===== config.mk =====
export PLATFORM = sky130hd
export DESIGN_NAME = spi_cmd_master_flat
export DESIGN_NICKNAME = d
export VERILOG_FILES = /design/src/rtl/spi_proc_pkg.sv /design/src/rtl/spi_if.sv /design/src/rtl/spi_phase_timer.sv /design/src/rtl/spi_cmd_master.sv /design/src/flat_wrapper.sv
export SDC_FILE = /design/constraint.sdc
export NUM_CORES = 1
export LEC_CHECK = 0
export ABC_AREA = 0
export CAP_MARGIN = 20
export CORE_MARGIN = 3
export CORE_UTILIZATION = 50
export CTS_CLUSTER_SIZE = 40
export DETAILED_ROUTE_END_ITERATION = 6
export GPL_ROUTABILITY_DRIVEN = 0
export GPL_TIMING_DRIVEN = 0
export PLACE_DENSITY = 0.82
export SYNTH_ARGS = -nofsm -noshare
export SYNTH_HDL_FRONTEND = slang
export SYNTH_SLANG_ARGS = --single-unit
export TNS_END_PERCENT = 100

===== constraint.sdc =====
create_clock -name clock -period 12.2 [get_ports clock]
set_input_delay 3.66 -clock clock [delete_from_list [all_inputs] [get_ports clock]]
set_output_delay 3.66 -clock clock [all_outputs]
set_load 0.03 [all_outputs]

===== src/rtl/spi_proc_pkg.sv =====
// ============================================================================
// Package  : spi_proc_pkg
// Shared opcodes, frame geometry and master FSM state type for the SPI slaves.
// Revision : 1.0
// ============================================================================
`default_nettype none

package spi_proc_pkg;

  localparam int OPCODE_W          = 4;
  localparam int FRAME_BITS        = 68;
  localparam int TURNAROUND_CYCLES = 2;

  localparam logic [OPCODE_W-1:0] OP_ADD = 4'b0000;
  localparam logic [OPCODE_W-1:0] OP_SUB = 4'b0001;
  localparam logic [OPCODE_W-1:0] OP_AND = 4'b0010;
  localparam logic [OPCODE_W-1:0] OP_OR  = 4'b0011;
  localparam logic [OPCODE_W-1:0] OP_XOR = 4'b0100;
  localparam logic [OPCODE_W-1:0] OP_SLT = 4'b0101;
  localparam logic [OPCODE_W-1:0] OP_SHL = 4'b0110;
  localparam logic [OPCODE_W-1:0] OP_SHR = 4'b0111;
  localparam logic [OPCODE_W-1:0] OP_SAR = 4'b1000;

  typedef enum logic [2:0] {
    ST_IDLE    = 3'd0,
    ST_TX_LOW  = 3'd1,
    ST_TX_HIGH = 3'd2,
    ST_TURN    = 3'd3,
    ST_RX_LOW  = 3'd4,
    ST_RX_HIGH = 3'd5,
    ST_RESP    = 3'd6
  } spi_master_state_t;

endpackage

`default_nettype wire


===== src/rtl/spi_if.sv =====
// ============================================================================
// Interface : spi_if
// Four-wire SPI bus between the command master and an execution slave.
// Revision  : 1.0
// ============================================================================
`default_nettype none

interface spi_if;
  logic nss;
  logic sclk;
  logic mosi;
  logic miso;

  modport MASTER (output nss, output sclk, output mosi, input miso);
  modport SLAVE  (input nss, input sclk, input mosi, output miso);
endinterface

`default_nettype wire


===== src/rtl/spi_phase_timer.sv =====
// ============================================================================
// Module   : spi_phase_timer
// Loadable down-counter; expired is high in the last cycle of a loaded phase.
// Revision : 1.0
// ============================================================================
`default_nettype none

module spi_phase_timer #(
  parameter int CNT_W = 4
) (
  input  logic             clock,
  input  logic             reset,
  input  logic             load,
  input  logic [CNT_W-1:0] load_value,
  output logic             expired
);

  logic [CNT_W-1:0] count_q;
  logic [CNT_W-1:0] count_d;

  // Loading N gives a phase of N+1 cycles; the counter parks at zero.
  always_comb begin
    count_d = count_q;
    if (load) begin
      count_d = load_value;
    end else if (count_q != '0) begin
      count_d = count_q - 1'b1;
    end
  end

  always_ff @(posedge clock or posedge reset) begin
    if (reset) begin
      count_q <= '0;
    end else begin
      count_q <= count_d;
    end
  end

  assign expired = (count_q == '0);

endmodule

`default_nettype wire


===== src/rtl/spi_cmd_master.sv =====
// ============================================================================
// Module   : spi_cmd_master
// Shifts {opcode, A, B} to an SPI execution slave and returns its 32-bit result.
// Revision : 1.0
// ============================================================================
`default_nettype none

module spi_cmd_master
  import spi_proc_pkg::*;
#(
  parameter int GAP_CYCLES = 1,
  parameter int REG_WIDTH  = 32
) (
  input  logic                 clock,
  input  logic                 reset,
  input  logic                 cmd_valid,
  output logic                 cmd_ready,
  input  logic [OPCODE_W-1:0]  cmd_opcode,
  input  logic [REG_WIDTH-1:0] cmd_a,
  input  logic [REG_WIDTH-1:0] cmd_b,
  output logic                 rsp_valid,
  input  logic                 rsp_ready,
  output logic [REG_WIDTH-1:0] rsp_data,
  output logic                 busy,
  spi_if.MASTER                spi
);

  localparam int FRAME_W  = OPCODE_W + 2 * REG_WIDTH;
  localparam int TX_CNT_W = $clog2(FRAME_W + 1);
  localparam int RX_CNT_W = $clog2(REG_WIDTH + 1);

  localparam logic [TX_CNT_W-1:0] LAST_TX   = TX_CNT_W'(FRAME_W - 1);
  localparam logic [RX_CNT_W-1:0] LAST_RX   = RX_CNT_W'(REG_WIDTH - 1);
  localparam logic [3:0]          GAP_LOAD  = 4'(GAP_CYCLES - 1);
  localparam logic [3:0]          TURN_LOAD = 4'(TURNAROUND_CYCLES - 1);

  spi_master_state_t      state_q,     state_d;
  logic [FRAME_W-1:0]     frame_q,     frame_d;
  logic [TX_CNT_W-1:0]    tx_cnt_q,    tx_cnt_d;
  logic [RX_CNT_W-1:0]    rx_cnt_q,    rx_cnt_d;
  logic [REG_WIDTH-2:0]   rx_shift_q,  rx_shift_d;
  logic                   rsp_valid_q, rsp_valid_d;
  logic [REG_WIDTH-1:0]   rsp_data_q,  rsp_data_d;
  logic                   nss_q,       nss_d;
  logic                   sclk_q,      sclk_d;
  logic                   mosi_q,      mosi_d;

  logic                   timer_load;
  logic [3:0]             timer_value;
  logic                   timer_expired;

  spi_phase_timer #(
    .CNT_W (4)
  ) u_phase_timer (
    .clock      (clock),
    .reset      (reset),
    .load       (timer_load),
    .load_value (timer_value),
    .expired    (timer_expired)
  );

  assign cmd_ready = (state_q == ST_IDLE) && !rsp_valid_q;

  always_comb begin
    state_d     = state_q;
    frame_d     = frame_q;
    tx_cnt_d    = tx_cnt_q;
    rx_cnt_d    = rx_cnt_q;
    rx_shift_d  = rx_shift_q;
    rsp_valid_d = rsp_valid_q;
    rsp_data_d  = rsp_data_q;

    case (state_q)
      ST_IDLE: begin
        if (cmd_valid && cmd_ready) begin
          frame_d  = {cmd_opcode, cmd_a, cmd_b};
          tx_cnt_d = '0;
          rx_cnt_d = '0;
          state_d  = ST_TX_LOW;
        end
      end
      ST_TX_LOW: begin
        if (timer_expired) begin
          state_d = ST_TX_HIGH;
        end
      end
      ST_TX_HIGH: begin
        frame_d  = {frame_q[FRAME_W-2:0], 1'b0};
        tx_cnt_d = tx_cnt_q + 1'b1;
        state_d  = (tx_cnt_q == LAST_TX) ? ST_TURN : ST_TX_LOW;
      end
      ST_TURN: begin
        if (timer_expired) begin
          state_d = ST_RX_LOW;
        end
      end
      ST_RX_LOW: begin
        // The slave advances miso on this same edge, so the pre-edge bit is taken.
        rx_shift_d = {rx_shift_q[REG_WIDTH-3:0], spi.miso};
        rx_cnt_d   = rx_cnt_q + 1'b1;
        if (rx_cnt_q == LAST_RX) begin
          rsp_data_d  = {rx_shift_q, spi.miso};
          rsp_valid_d = 1'b1;
          state_d     = ST_RESP;
        end else begin
          state_d = ST_RX_HIGH;
        end
      end
      ST_RX_HIGH: begin
        if (timer_expired) begin
          state_d = ST_RX_LOW;
        end
      end
      ST_RESP: begin
        if (rsp_ready) begin
          rsp_valid_d = 1'b0;
          state_d     = ST_IDLE;
        end
      end
      default: state_d = ST_IDLE;
    endcase

    timer_load  = (state_d != state_q);
    timer_value = (state_d == ST_TURN) ? TURN_LOAD : GAP_LOAD;

    // Pins are registered from the next state so they change cleanly with it.
    nss_d  = (state_d == ST_IDLE) || (state_d == ST_RESP);
    sclk_d = (state_d == ST_TX_HIGH) || (state_d == ST_TURN) || (state_d == ST_RX_HIGH);
    mosi_d = ((state_d == ST_TX_LOW) || (state_d == ST_TX_HIGH)) ? frame_d[FRAME_W-1] : 1'b0;
  end

  always_ff @(posedge clock or posedge reset) begin
    if (reset) begin
      state_q     <= ST_IDLE;
      frame_q     <= '0;
      tx_cnt_q    <= '0;
      rx_cnt_q    <= '0;
      rx_shift_q  <= '0;
      rsp_valid_q <= 1'b0;
      rsp_data_q  <= '0;
      nss_q       <= 1'b1;
      sclk_q      <= 1'b0;
      mosi_q      <= 1'b0;
    end else begin
      state_q     <= state_d;
      frame_q     <= frame_d;
      tx_cnt_q    <= tx_cnt_d;
      rx_cnt_q    <= rx_cnt_d;
      rx_shift_q  <= rx_shift_d;
      rsp_valid_q <= rsp_valid_d;
      rsp_data_q  <= rsp_data_d;
      nss_q       <= nss_d;
      sclk_q      <= sclk_d;
      mosi_q      <= mosi_d;
    end
  end

  assign rsp_valid = rsp_valid_q;
  assign rsp_data  = rsp_data_q;
  assign busy      = !nss_q;
  assign spi.nss   = nss_q;
  assign spi.sclk  = sclk_q;
  assign spi.mosi  = mosi_q;

endmodule

`default_nettype wire


===== src/flat_wrapper.sv =====
// flat-port wrapper written by rule: the top's interface ports become plain ports
module spi_cmd_master_flat import spi_proc_pkg::*;
#(
  parameter int GAP_CYCLES = 1,
  parameter int REG_WIDTH  = 32
)
  (clock, reset, cmd_valid, cmd_ready, cmd_opcode, cmd_a, cmd_b, rsp_valid, rsp_ready, rsp_data, busy, spi_nss, spi_sclk, spi_mosi, spi_miso);
  spi_if spi_i ();
  input  logic clock;
  input  logic reset;
  input  logic cmd_valid;
  output logic cmd_ready;
  input  logic [OPCODE_W-1:0] cmd_opcode;
  input  logic [REG_WIDTH-1:0] cmd_a;
  input  logic [REG_WIDTH-1:0] cmd_b;
  output logic rsp_valid;
  input  logic rsp_ready;
  output logic [REG_WIDTH-1:0] rsp_data;
  output logic busy;
  output wire logic [$bits(spi_i.nss)-1:0] spi_nss;
  output wire logic [$bits(spi_i.sclk)-1:0] spi_sclk;
  output wire logic [$bits(spi_i.mosi)-1:0] spi_mosi;
  input wire logic [$bits(spi_i.miso)-1:0] spi_miso;
  assign spi_nss = spi_i.nss;
  assign spi_sclk = spi_i.sclk;
  assign spi_mosi = spi_i.mosi;
  assign spi_i.miso = spi_miso;
  spi_cmd_master #(.GAP_CYCLES(GAP_CYCLES), .REG_WIDTH(REG_WIDTH)) u_core (.clock(clock), .reset(reset), .cmd_valid(cmd_valid), .cmd_ready(cmd_ready), .cmd_opcode(cmd_opcode), .cmd_a(cmd_a), .cmd_b(cmd_b), .rsp_valid(rsp_valid), .rsp_ready(rsp_ready), .rsp_data(rsp_data), .busy(busy), .spi(spi_i));
endmodule

# Yosys cells after proc, flatten, opt, wreduce, memory -nomap -nowiden
# Cells that the tools add are included.
[word_totals] reg_bits=155 in_bits=73 elab_cells=73 out_inout_bits=38
[op_classes] add_sub_neg=3 reduce_logical=21 n_mux=20 n_eq_ne=17
[ops] cell="$pmux W68 S2" count=1
[ops] cell="$mux W68" count=1
[ops] cell="$pmux W3 S6" count=1
[ops] cell="$eq A3 B3 Y1 const B" count=5
[ops] cell="$pmux W7 S2" count=1
[ops] cell="$eq A3 B2 Y1 const B" count=4
[ops] cell="$mux W3" count=4
[ops] cell="$pmux W6 S2" count=1
[ops] cell="$mux W4" count=2
[ops] cell="$reduce_bool A2 Y1" count=4
[ops] cell="$add A7 B1 Y7 const B" count=1
[ops] cell="$eq A7 B7 Y1 const B" count=1
[ops] cell="$mux W7" count=1
[ops] cell="$add A6 B1 Y6 const B" count=1
[ops] cell="$eq A3 B1 Y1 const B" count=2
[ops] cell="$eq A6 B5 Y1 const B" count=1
[ops] cell="$logic_not A3 Y1" count=2
[ops] cell="$mux W6" count=1
[ops] cell="$reduce_and A2 Y1" count=3
[ops] cell="$logic_not A4 Y1" count=1
[ops] cell="$logic_or A1 B1 Y1" count=4
[ops] cell="$mux W1" count=4
[ops] cell="$mux W2" count=2
[ops] cell="$ne A2 B2 Y1 const B" count=2
[ops] cell="9 further kinds" count=11

# Depth between registers and ports, before layout
[logic_depth] ltp_word=8 ltp_mapped=7 ltp_nobuf=7

# Cells and area by module
# A second synthesis with hierarchy kept.
[unflattened] cells_unflattened=643 hier_area_um2=6525.0
[modules_own_cells] module="spi_cmd_master" area_per_inst_um2=6289.8 instances=1 cells_each=619 seq_area_each_um2=3779.9
[modules_own_cells] module="spi_phase_timer" area_per_inst_um2=235.2 instances=1 cells_each=24 seq_area_each_um2=100.1

# Worst setup path after synthesis
# Ideal clock, no wire load.
[synth_timing] kind="register -> output" from="register u_core.rsp_valid_q (netlist: u_core.rsp_valid)" to="output cmd_ready" slack_ps=7310 path_stages_with_launch=2 t_arrival_ps=1230 required_time_ps=8540 path_cell_list="dfrtp_1 -> nor4_2"
[synth_via] elab_chain_len=2
[synth_lines] item="start: declaration" line="spi_cmd_master.sv:42" source="logic rsp_valid_q, rsp_valid_d;"
[synth_lines] item="start signal: assignment" line="spi_cmd_master.sv:150" source="rsp_valid_q <= rsp_valid_d;"
[synth_lines] item="$logic_not A1 Y1" line="spi_cmd_master.sv:62" source="assign cmd_ready = (state_q == ST_IDLE) && !rsp_valid_q;"
[synth_lines] item="$logic_and A1 B1 Y1" line="spi_cmd_master.sv:62"
[synth_lines] item="end: declaration" line="flat_wrapper.sv:12" source="output logic cmd_ready;"
# No other way between the ends.

# Final worst setup path
[layout_timing] from="register u_core.state_q[0]" to="output cmd_ready"
[layout_via] elab_chain_len=2
[layout_lines] item="start: declaration" line="spi_cmd_master.sv:37" source="spi_master_state_t state_q, state_d;"
[layout_lines] item="start signal: assignment" line="spi_cmd_master.sv:145" source="state_q <= state_d;"
[layout_lines] item="$logic_not A3 Y1" line="spi_cmd_master.sv:62"
[layout_lines] item="$logic_and A1 B1 Y1" line="spi_cmd_master.sv:62"
# No other way between the ends.

==> out/qor.yml <==
critical_path:
  cp.required_ns: 8.54
  cp_top_family: "buffers and inverters"
  path_max_fanout: 6
  path_buf_inv: 1
  criticalPathCategory: "flip-flop to output port"
  r2r_slack_ns: 10.02
  cp_cell_sequence: "nor4_2, clkdlybuf4s50_1"
  cp-start-kind: "flip-flop"
  cp_slowest_stage_delay_ns: 0.73
  cp.arrival_ns: 1.96
  cpMaxStageDelayCell: "clkdlybuf4s50_1"
  end_kind: "output port"
floorplanning:
  core_mm2: 0.0127
  die_area_mm2: 0.0144
  die_y_um: 120
  die_w_um: 120
  ios: 111
  start_util_pct: 51.3
  num_rows: 41
global_routing:
  grt_max_degree: 81
  grt_pass1_wl_um: 24200
  gr-usage-all-layers_pct: 20.8
  antenna_found_initial: 0
  grt_pass1_vias: 5209
  grt-ovfl-total: 0
cts:
  insertion_delay_ns: 0.42
  post-cts-setup-buffers: 0
  cts_root_buf: "clkbuf_16"
  cts_hold_buf: 0
  clockBufferDepth: 2
  cts_tree: "yes"
  clk_pin_slew_ns: 0.06
  cts_htree_levels: 4
  clock_sinks: 155
  cts_buffers: 17
  cts_resized: 0
logic_synthesis:
  synth-seq-cells: 155
  synth_top_area_share_pct: 59.3
  yosysTopAreaCell: "dfrtp_1"
  ys_seq_area_share_pct: 59.7
  async_flop_share_pct: 100
  ys_warn_count: 0
  yosys_most_used_dff: "dfrtp_1"
  ys_types: 52
  syn_inst: 638
  synthTopCellsByArea: "dfrtp_1 (59%), nand2_1 (14%), a22oi_1 (8.0%), mux2_1 (5.5%), clkbuf_1 (1.1%)"
  synth_nets: 714
  synth_edf_count: 0
  postSynthAreaPerCell_um2: 10.2
  synth_area_mm2: 0.00650
detailed_routing:
  finalWirelength_um: 14700
  drt_first_pass_iters: 5
  ant_nets: 0
  post_drt_wl_per_cell_um: 15.4
  drc: 0
  viasPerCell: 5.43
  vias: 5171
  drt-initial-drc-count: 414
sta:
  holdWs_ns: 0.477
  tightestPinTransition_ns: 0.679
  period_minus_slack_ns: 5.62
  finalSetupTns_ns: 0
  rsz0062_at_grt: "no"
  fmax_mhz: 178
  fin_skew_ns: 0.00909
  relSlewSlack_pct: 54.7
  setup_violations: 0
  hold_viol_final: 0
  fin_crit_sh_pct: 46.1
  timing.final.max_slew_violations: 0
layout:
  instances_no_fill: 953
  drive_above_1_share_pct: 7.68
  num-nets-final: 844
  antenna_cells: 0
  area.growth.synth_to_final_pct: 30.0
pwr:
  power_density_mw_per_mm2: 129
  p_leak_uw: 0.00419
  design_power_total_uw: 1090
  vdd_drop_max_v: 0.000108
placement:
  portBuffers: 110
  dp_cells: 921
  hpwl_um: 10100
hold_path:
  hold_class: "flip-flop to flip-flop"
job:
  drv_cap: 0
run_status:
  status: "completed"
==> registers in the layout (all words and copies together), names as in the netlist <==
| name | flops |
|---|---|
| u_core.u_phase_timer.count_q | 4 |
| u_core.spi.nss | 1 |
| u_core.tx_cnt_q | 7 |
| u_core.rsp_data | 32 |
| u_core.rsp_valid | 1 |
| u_core.spi.mosi | 1 |
| u_core.rx_shift_q | 31 |
| u_core.spi.sclk | 1 |
| u_core.state_q | 3 |
| u_core.rx_cnt_q | 6 |
| u_core.frame_q | 68 |
==> path summary, 6_finish.rpt <==
path / startpoint / to / depth (start not counted)
worst max register to register: u_core.u_phase_timer.count_q[0] / u_core.spi.mosi / 7
worst max-delay path: u_core.state_q[0] / cmd_ready / 2
min in group asynchronous: reset / u_core.frame_q[45] / 2
worst min-delay path: u_core.frame_q[60] / u_core.frame_q[60] / 2
max in group asynchronous: reset / u_core.spi.nss / 3
worst min register to register: u_core.frame_q[60] / u_core.frame_q[60] / 2
==> worst register-to-register path, delay by kind of cell, from the launching register on <==
kind,cells,cell delay (ns)
AND/OR/NAND/NOR,3,0.89
AO/OA/AOI/OAI,2,0.46
flip-flops,1,0.41
adder cells (fa/ha/maj),1,0.23
buffers and inverters,1,0.08
==> cell usage after synthesis (all sizes together) (9+ instances only) <==
cell,count
nand2,245
dfrtp,154
a22oi,69
mux2,32
clkbuf,20
o21ai,17
buf,15
inv,10
nand3,10
a21oi,9
nor2,9
==> report_power, final <==
| part | total, uW | internal [uW] | leakage (uW) | switching, uW |
|---|---|---|---|---|
| combinational | 38.9 | 23.0 | 0.00186 | 15.9 |
| sequential | 521 | 518 | 0.00203 | 3.30 |
| clock | 533 | 320 | 0.000301 | 213 |
| total | 1090 | 861 | 0.00419 | 232 |
==> cells in the final DEF (no fill, tap or decap), drive strengths merged, types with 3 or more instances in the layout <==
cell type and n:
o21ai 17, nand3 10, nor3 4, or2 3, clkinv 7, a31oi 3
nand2 245, mux2 32, inv 13, buf 16, dfrtp 154, ha 3
a22oi 69, nor3b 4, clkdlybuf4s50 110, clkbuf 40, nand2b 3, nor2 9
a21oi 9
==> per-stage QoR <==
step                worst slack (ns)  util [%]  instance area (um2)
floorplan                       4.36         -                 6500
global placement                2.61      61.7                 7820
detailed placement              6.63      62.0                 7850
CTS                             6.55      66.7                 8450
global route                    6.49      66.7                 8450
finish                          6.58      66.7                 8450
==> cell type report <==
type / instances / area (um2)
multi-input cells: 438 / 2420
plain buffers: 35 / 168
fillers: 971 / 4220
well taps: 172 / 215
inverters: 10 / 42.5
clock inverters: 12 / 136
clock buffers: 20 / 467
flip-flops and latches: 155 / 3880
repair buffers: 111 / 1130
==> layer usage <==
metal | track usage, % | part of all wire, %
met1 | 27.0 | 43
met2 | 33.8 | 50
met3 | 4.34 | 4.7
met4 | 9.23 | 2.5
met5 | 0 | 0
==> cells by family (layout without fill, tap and decap cells) <==
group,after synthesis,in the layout,share of synthesized area (%)
adders and majority gates,3,3,0.577
and+or+nand+nor,291,291,18.9
muxes,32,32,5.54
AOI/OAI and AO/OA,110,110,11.9
xor gates and xnor gates,2,2,0.269
buffers and inverters,45,188,3.16
DFF,155,155,59.7
Note: power is estimated with default switching activity, not from simulation.
